### src/rtl/count_pkg.sv
// Shared types and defaults for the counter sequence monitor.
// Latency: n/a (declarations only). Backpressure: none.
package count_pkg;

    typedef enum logic [1:0] {
        IDLE    = 2'd0,
        ACQUIRE = 2'd1,
        LOCKED  = 2'd2,
        RESYNC  = 2'd3
    } mon_state_t;

    localparam int DEF_WIDTH       = 4;
    localparam int DEF_LOCK_CYCLES = 2;
    localparam int DEF_ERR_WIDTH   = 8;

endpackage

### src/rtl/sat_counter.sv
// Saturating up-counter with synchronous clear; holds at all-ones.
// Latency: 1 cycle from inc to count. Backpressure: none.
module sat_counter #(
    parameter int WIDTH = 8
) (
    input  logic             clk,
    input  logic             rst,
    input  logic             inc,
    input  logic             clear,
    output logic [WIDTH-1:0] count
);

    always_ff @(posedge clk or posedge rst) begin
        if (rst) begin
            count <= '0;
        end else if (clear) begin
            count <= '0;
        end else if (inc && (count != '1)) begin
            count <= count + WIDTH'(1);
        end
    end

endmodule

### src/rtl/count_monitor_fsm.sv
// Tracks an external counter, locks after LOCK_CYCLES matches, flags sequence errors/wraps.
// Latency: all outputs registered, 1 cycle after the sample. Backpressure: none; COUNT_MONITOR_DOWN_EN adds CountDOWN.
module count_monitor_fsm
    import count_pkg::*;
#(
    parameter int WIDTH       = DEF_WIDTH,
    parameter int LOCK_CYCLES = DEF_LOCK_CYCLES,
    parameter int ERR_WIDTH   = DEF_ERR_WIDTH
) (
    input  logic                 clk,
    input  logic                 reset,
    input  logic                 CountUP,
`ifdef COUNT_MONITOR_DOWN_EN
    input  logic                 CountDOWN,
`endif
    input  logic [WIDTH-1:0]     CountValue,
    output logic                 Locked,
    output logic                 Mismatch,
    output logic                 WrapPulse,
    output logic [ERR_WIDTH-1:0] ErrorCount,
    output logic [WIDTH-1:0]     ExpectedValue
);

    localparam int CNT_W = $clog2(LOCK_CYCLES + 1);

    mon_state_t       state_q, state_d;
    logic [CNT_W-1:0] match_q, match_d, match_inc;
    logic [WIDTH-1:0] exp_d;
    logic             wrap_arm_q, wrap_arm_d;
    logic             locked_d, mismatch_d, wrap_d;
    logic             match;

    // Prediction for the next sample, and whether that step crosses all-ones -> zero upward.
    always_comb begin
        exp_d      = CountValue;
        wrap_arm_d = 1'b0;
`ifdef COUNT_MONITOR_DOWN_EN
        case ({CountUP, CountDOWN})
            2'b10: begin
                exp_d      = CountValue + WIDTH'(1);
                wrap_arm_d = &CountValue;
            end
            2'b01:   exp_d = CountValue - WIDTH'(1);
            default: exp_d = CountValue;
        endcase
`else
        exp_d      = CountValue + WIDTH'(CountUP);
        wrap_arm_d = CountUP & (&CountValue);
`endif
    end

    assign match     = (CountValue == ExpectedValue);
    assign match_inc = match_q + CNT_W'(1);

    always_comb begin
        state_d    = state_q;
        match_d    = match_q;
        locked_d   = 1'b0;
        mismatch_d = 1'b0;
        wrap_d     = 1'b0;
        case (state_q)
            IDLE: begin
                match_d = '0;
                state_d = ACQUIRE;
            end
            ACQUIRE: begin
                if (match) begin
                    match_d = match_inc;
                    if (match_inc == CNT_W'(LOCK_CYCLES)) begin
                        state_d  = LOCKED;
                        locked_d = 1'b1;
                    end
                end else begin
                    match_d = '0;
                end
            end
            LOCKED: begin
                // A mismatch outranks a coincident wrap.
                if (match) begin
                    locked_d = 1'b1;
                    wrap_d   = wrap_arm_q;
                end else begin
                    mismatch_d = 1'b1;
                    state_d    = RESYNC;
                end
            end
            RESYNC: begin
                match_d = '0;
                state_d = ACQUIRE;
            end
            default: begin
                match_d = '0;
                state_d = IDLE;
            end
        endcase
    end

    always_ff @(posedge clk or posedge reset) begin
        if (reset) begin
            state_q       <= IDLE;
            match_q       <= '0;
            wrap_arm_q    <= 1'b0;
            ExpectedValue <= '0;
            Locked        <= 1'b0;
            Mismatch      <= 1'b0;
            WrapPulse     <= 1'b0;
        end else begin
            state_q       <= state_d;
            match_q       <= match_d;
            wrap_arm_q    <= wrap_arm_d;
            ExpectedValue <= exp_d;
            Locked        <= locked_d;
            Mismatch      <= mismatch_d;
            WrapPulse     <= wrap_d;
        end
    end

    sat_counter #(
        .WIDTH (ERR_WIDTH)
    ) u_err_cnt (
        .clk   (clk),
        .rst   (reset),
        .inc   (mismatch_d),
        .clear (1'b0),
        .count (ErrorCount)
    );

endmodule

### config.mk
export PLATFORM = sky130hd
export DESIGN_NAME = count_monitor_fsm
export DESIGN_NICKNAME = d
export VERILOG_FILES = /design/src/rtl/count_pkg.sv /design/src/rtl/sat_counter.sv /design/src/rtl/count_monitor_fsm.sv
export SDC_FILE = /design/constraint.sdc
export NUM_CORES = 1
export LEC_CHECK = 0
export CAP_MARGIN = 20
export CORE_AREA = 4 4 54 56
export CTS_CLUSTER_DIAMETER = 200
export DETAILED_ROUTE_END_ITERATION = 7
export DIE_AREA = 0 0 58 60
export PLACE_DENSITY = 0.81
export SKIP_LAST_GASP = 1
export SLEW_MARGIN = 20
export SYNTH_ARGS = -nofsm -noshare
export SYNTH_HDL_FRONTEND = slang
export SYNTH_SLANG_ARGS = --single-unit
### constraint.sdc
create_clock -name clk -period 1.5 [get_ports clk]
set_input_delay 0.15 -clock clk [delete_from_list [all_inputs] [get_ports clk]]
set_output_delay 0.15 -clock clk [all_outputs]
set_load 0.005 [all_outputs]
==> out/summary.txt <==
Outcome -> complete, but fails checks
Failing checks -> negative setup slack
Ys flop type -> dfrtp_1
CP Capture Type -> flop
Register area share after synthesis -> 0.4914
Design Area, Final -> 1698 µm²
Crit path cell chain -> xor2_4 -> o41ai_1 -> o211ai_1 -> or3_1
Area grow syn2layout -> 66.71%
Final period util -> 1.157
Placed Cells -> 158
Largest net degree at the start of global routing -> 21
M1 GR Usage -> 0.1876
Slew Viols, Final -> 0
Post-synth EDFFs -> 0
HPWL after detailed placement -> 1648 µm
Clk slew on worst S/H paths -> 0.12 ns
FF+latch count, synth -> 20
ANT cells -> 0
Via density -> 5.120
Post-Syn Area -> 1018 µm²
Htree depth -> 1
Critical path peak fanout -> 4
Synth unique cells -> 30
Die Width -> 58 µm
CP Class -> reg -> reg
Peak supply drop -> 523.6 µV
Post-Syn Nets -> 101
Ports -> 22
First-pass GRT wire length -> 3946 µm
Fmax -> 576.3 MHz
CP Launch Type -> flop
Clk buf depth -> 2
GRT Max-Usage Layer -> met2
Antenna-violating nets left -> 0
Final non-filler cell total -> 167
Mapped Avg Cell Area -> 11.57 µm²
Routed wire length -> 2714 µm
Int Power -> 919.6 µW
Fillers -> 176
Final nets -> 151
DRC violations left -> 0
Leakage power -> 0.0008610 µW
M3 GR Usage -> 0.01512
Relative slew slack -> 0.6945
Layout cells sized above 1 -> 0.3796
Register Area -> 500.5 µm²
Row count -> 18
Worst Tran Pin Value -> 0.4572 ns
Power per cell area -> 782.9 nW/µm²
Final setup TNS -> -1.390 ns
Initial antenna violation count -> 0
Sequential power share -> 0.459
Number of CTS-inserted buffers -> 3
Psw -> 409.7 µW
Die area -> 3480 µm²
Final hold violation count -> 0
GPL Wtd Cong -> 0.8519
DR pass1 iterations -> 4
Grt total ovfl -> 0
Area after DPL -> 1426 µm²
Critical Path RT -> 1.69 ns
Crit path time final -> 1.735 ns
Synth warnings -> 0
PortBufs -> 21
CTS tree -> yes
Dpl ws -> -0.4256 ns
Clock power share -> 0.245
Chip height -> 60 µm
Clock latency at the later pin of the worst-skew pair -> 0.31 ns
Instance count of the mapped netlist -> 88
Util after Layout -> 0.6980
Total core area -> 2432 µm²
Slowest CP cell -> o41ai_1
Crit-path leading delay family -> compound AO/OA/AOI/OAI gates
Logic pwr share -> 0.296
Buf/Inv on CP -> 0
Crit path setup slack, layout -> -0.2352 ns
Switch share -> 0.3082
DR vias -> 855
RSZ-0062 raised after global routing -> true
Final setup violation count -> 11
Clk sinks -> 20
1st-iter DRT viols -> 19
Starting Density -> 0.4187
Synth async-reset ratio -> 1.000
Clk_skew -> 0.0006778 ns
Crit-path max cell delay -> 0.47 ns
Gr usage total -> 0.1521
Wirelength per Cell -> 16.25 µm
Multi-input combinational cell area -> 664.4 µm²
Max-cap violations -> 0
Grt met2 use -> 0.2629
CTS root buffer -> clkbuf_4
Vias in the first global route -> 881
Hold Crit Class -> in -> async
Arrival time worst endpoint -> 1.93 ns
[final timing paths]
path / from / to / slack (ns) / depth (start not counted)
max: ExpectedValue[1]$_DFF_PP0_ / state_q[1]$_DFFE_PP0P_ / -0.24 / 4
min: reset / wrap_arm_q$_DFF_PP0_ / 0.16 / 3
max reg2reg: ExpectedValue[1]$_DFF_PP0_ / state_q[1]$_DFFE_PP0P_ / -0.24 / 4
min reg2reg: wrap_arm_q$_DFF_PP0_ / WrapPulse$_DFF_PP0_ / 0.52 / 1
max in group asynchronous: reset / state_q[0]$_DFFE_PP0P_ / 1.14 / 3
min in group clk: CountUP / wrap_arm_q$_DFF_PP0_ / 0.45 / 3
[worst min-delay path, stage by stage]
cell and delay (ns):
clkdlybuf4s50_1 0.40, inv_1 0.05, buf_4 0.26
[flip-flops by register name, summed over array words and instances, names as in the netlist]
name / cells
u_err_cnt.count: 8
state_q: 2
WrapPulse: 1
wrap_arm_q: 1
Locked: 1
Mismatch: 1
ExpectedValue: 4
match_q: 2
[logic make-up after synthesis]
logic type | share of synthesized area
AND/OR/NAND/NOR | 0.1843
flip-flops | 0.4914
XOR/XNOR | 0.1339
AO/OA/AOI/OAI | 0.07985
buffers and inverters | 0.02211
adder cells (fa/ha/maj) | 0.07371
multiplexers | 0.01474
[per-layer routing]
metal | up-vias | part of all wire
li1 | 407 | -
met1 | 419 | 0.39
met2 | 24 | 0.56
met3 | 5 | 0.032
met4 | 0 | 0.020
met5 | - | 0
[timing repair]
item | 4_1_cts | 5_1_grt
hold buffers | 0 | 0
buffers inserted | 3 | 2
pin swaps | 2 | 12
endpoints found under the setup margin | 13 | 21
gates resized for setup | 12 | 24
gates cloned | 0 | 0
[placed cells by master, fill, tap and decap left out, types with 5 or more instances in the layout]
master,n
xor2_1,7
dlymetal6s2s_1,7
nand3_1,5
dfrtp_1,20
buf_4,20
inv_1,5
nand2_1,8
ha_1,6
clkdlybuf4s50_1,12
[power groups by stage]
stage	clock network (µW)	logic (µW)	registers, µW
3_3_place_gp	0	320	614
6_report	326	394	610
4_1_cts	327	344	603
5_1_grt	356	420	615
3_5_place_dp	0	337	614
2_1_floorplan	0	189	615
[cells in the mapped netlist, drive strengths merged, types with 2 or more instances]
library cell  count  area [µm²]
or3               2       12.51
dfrtp            20       500.5
nand3             5       25.02
o41ai             2       36.29
nor4              4       25.02
xor2             12       127.6
nor4b             2       23.77
a21oi             3       15.01
nor2              5       21.27
inv               5       18.77
ha                6       75.07
nand2             8       30.03
[final cells by class]
class / count / area share
Multi-Input combinational cell: 62 / 0.3913
Clock buffer: 4 / 0.02137
Inverter: 5 / 0.01105
Sequential cell: 20 / 0.2948
Tap cell: 30 / 0.02211
Timing Repair Buffer: 46 / 0.2594
[stage by stage]
step	hold slack (ns)	total power (µW)
after floorplan	0.1138	804.1
after global placement	0.4621	934.3
after detailed placement	0.4827	951.0
after CTS	0.1686	1274
after global routing	0.1805	1391
final	0.1605	1329
(Power assumes the default switching activity.)
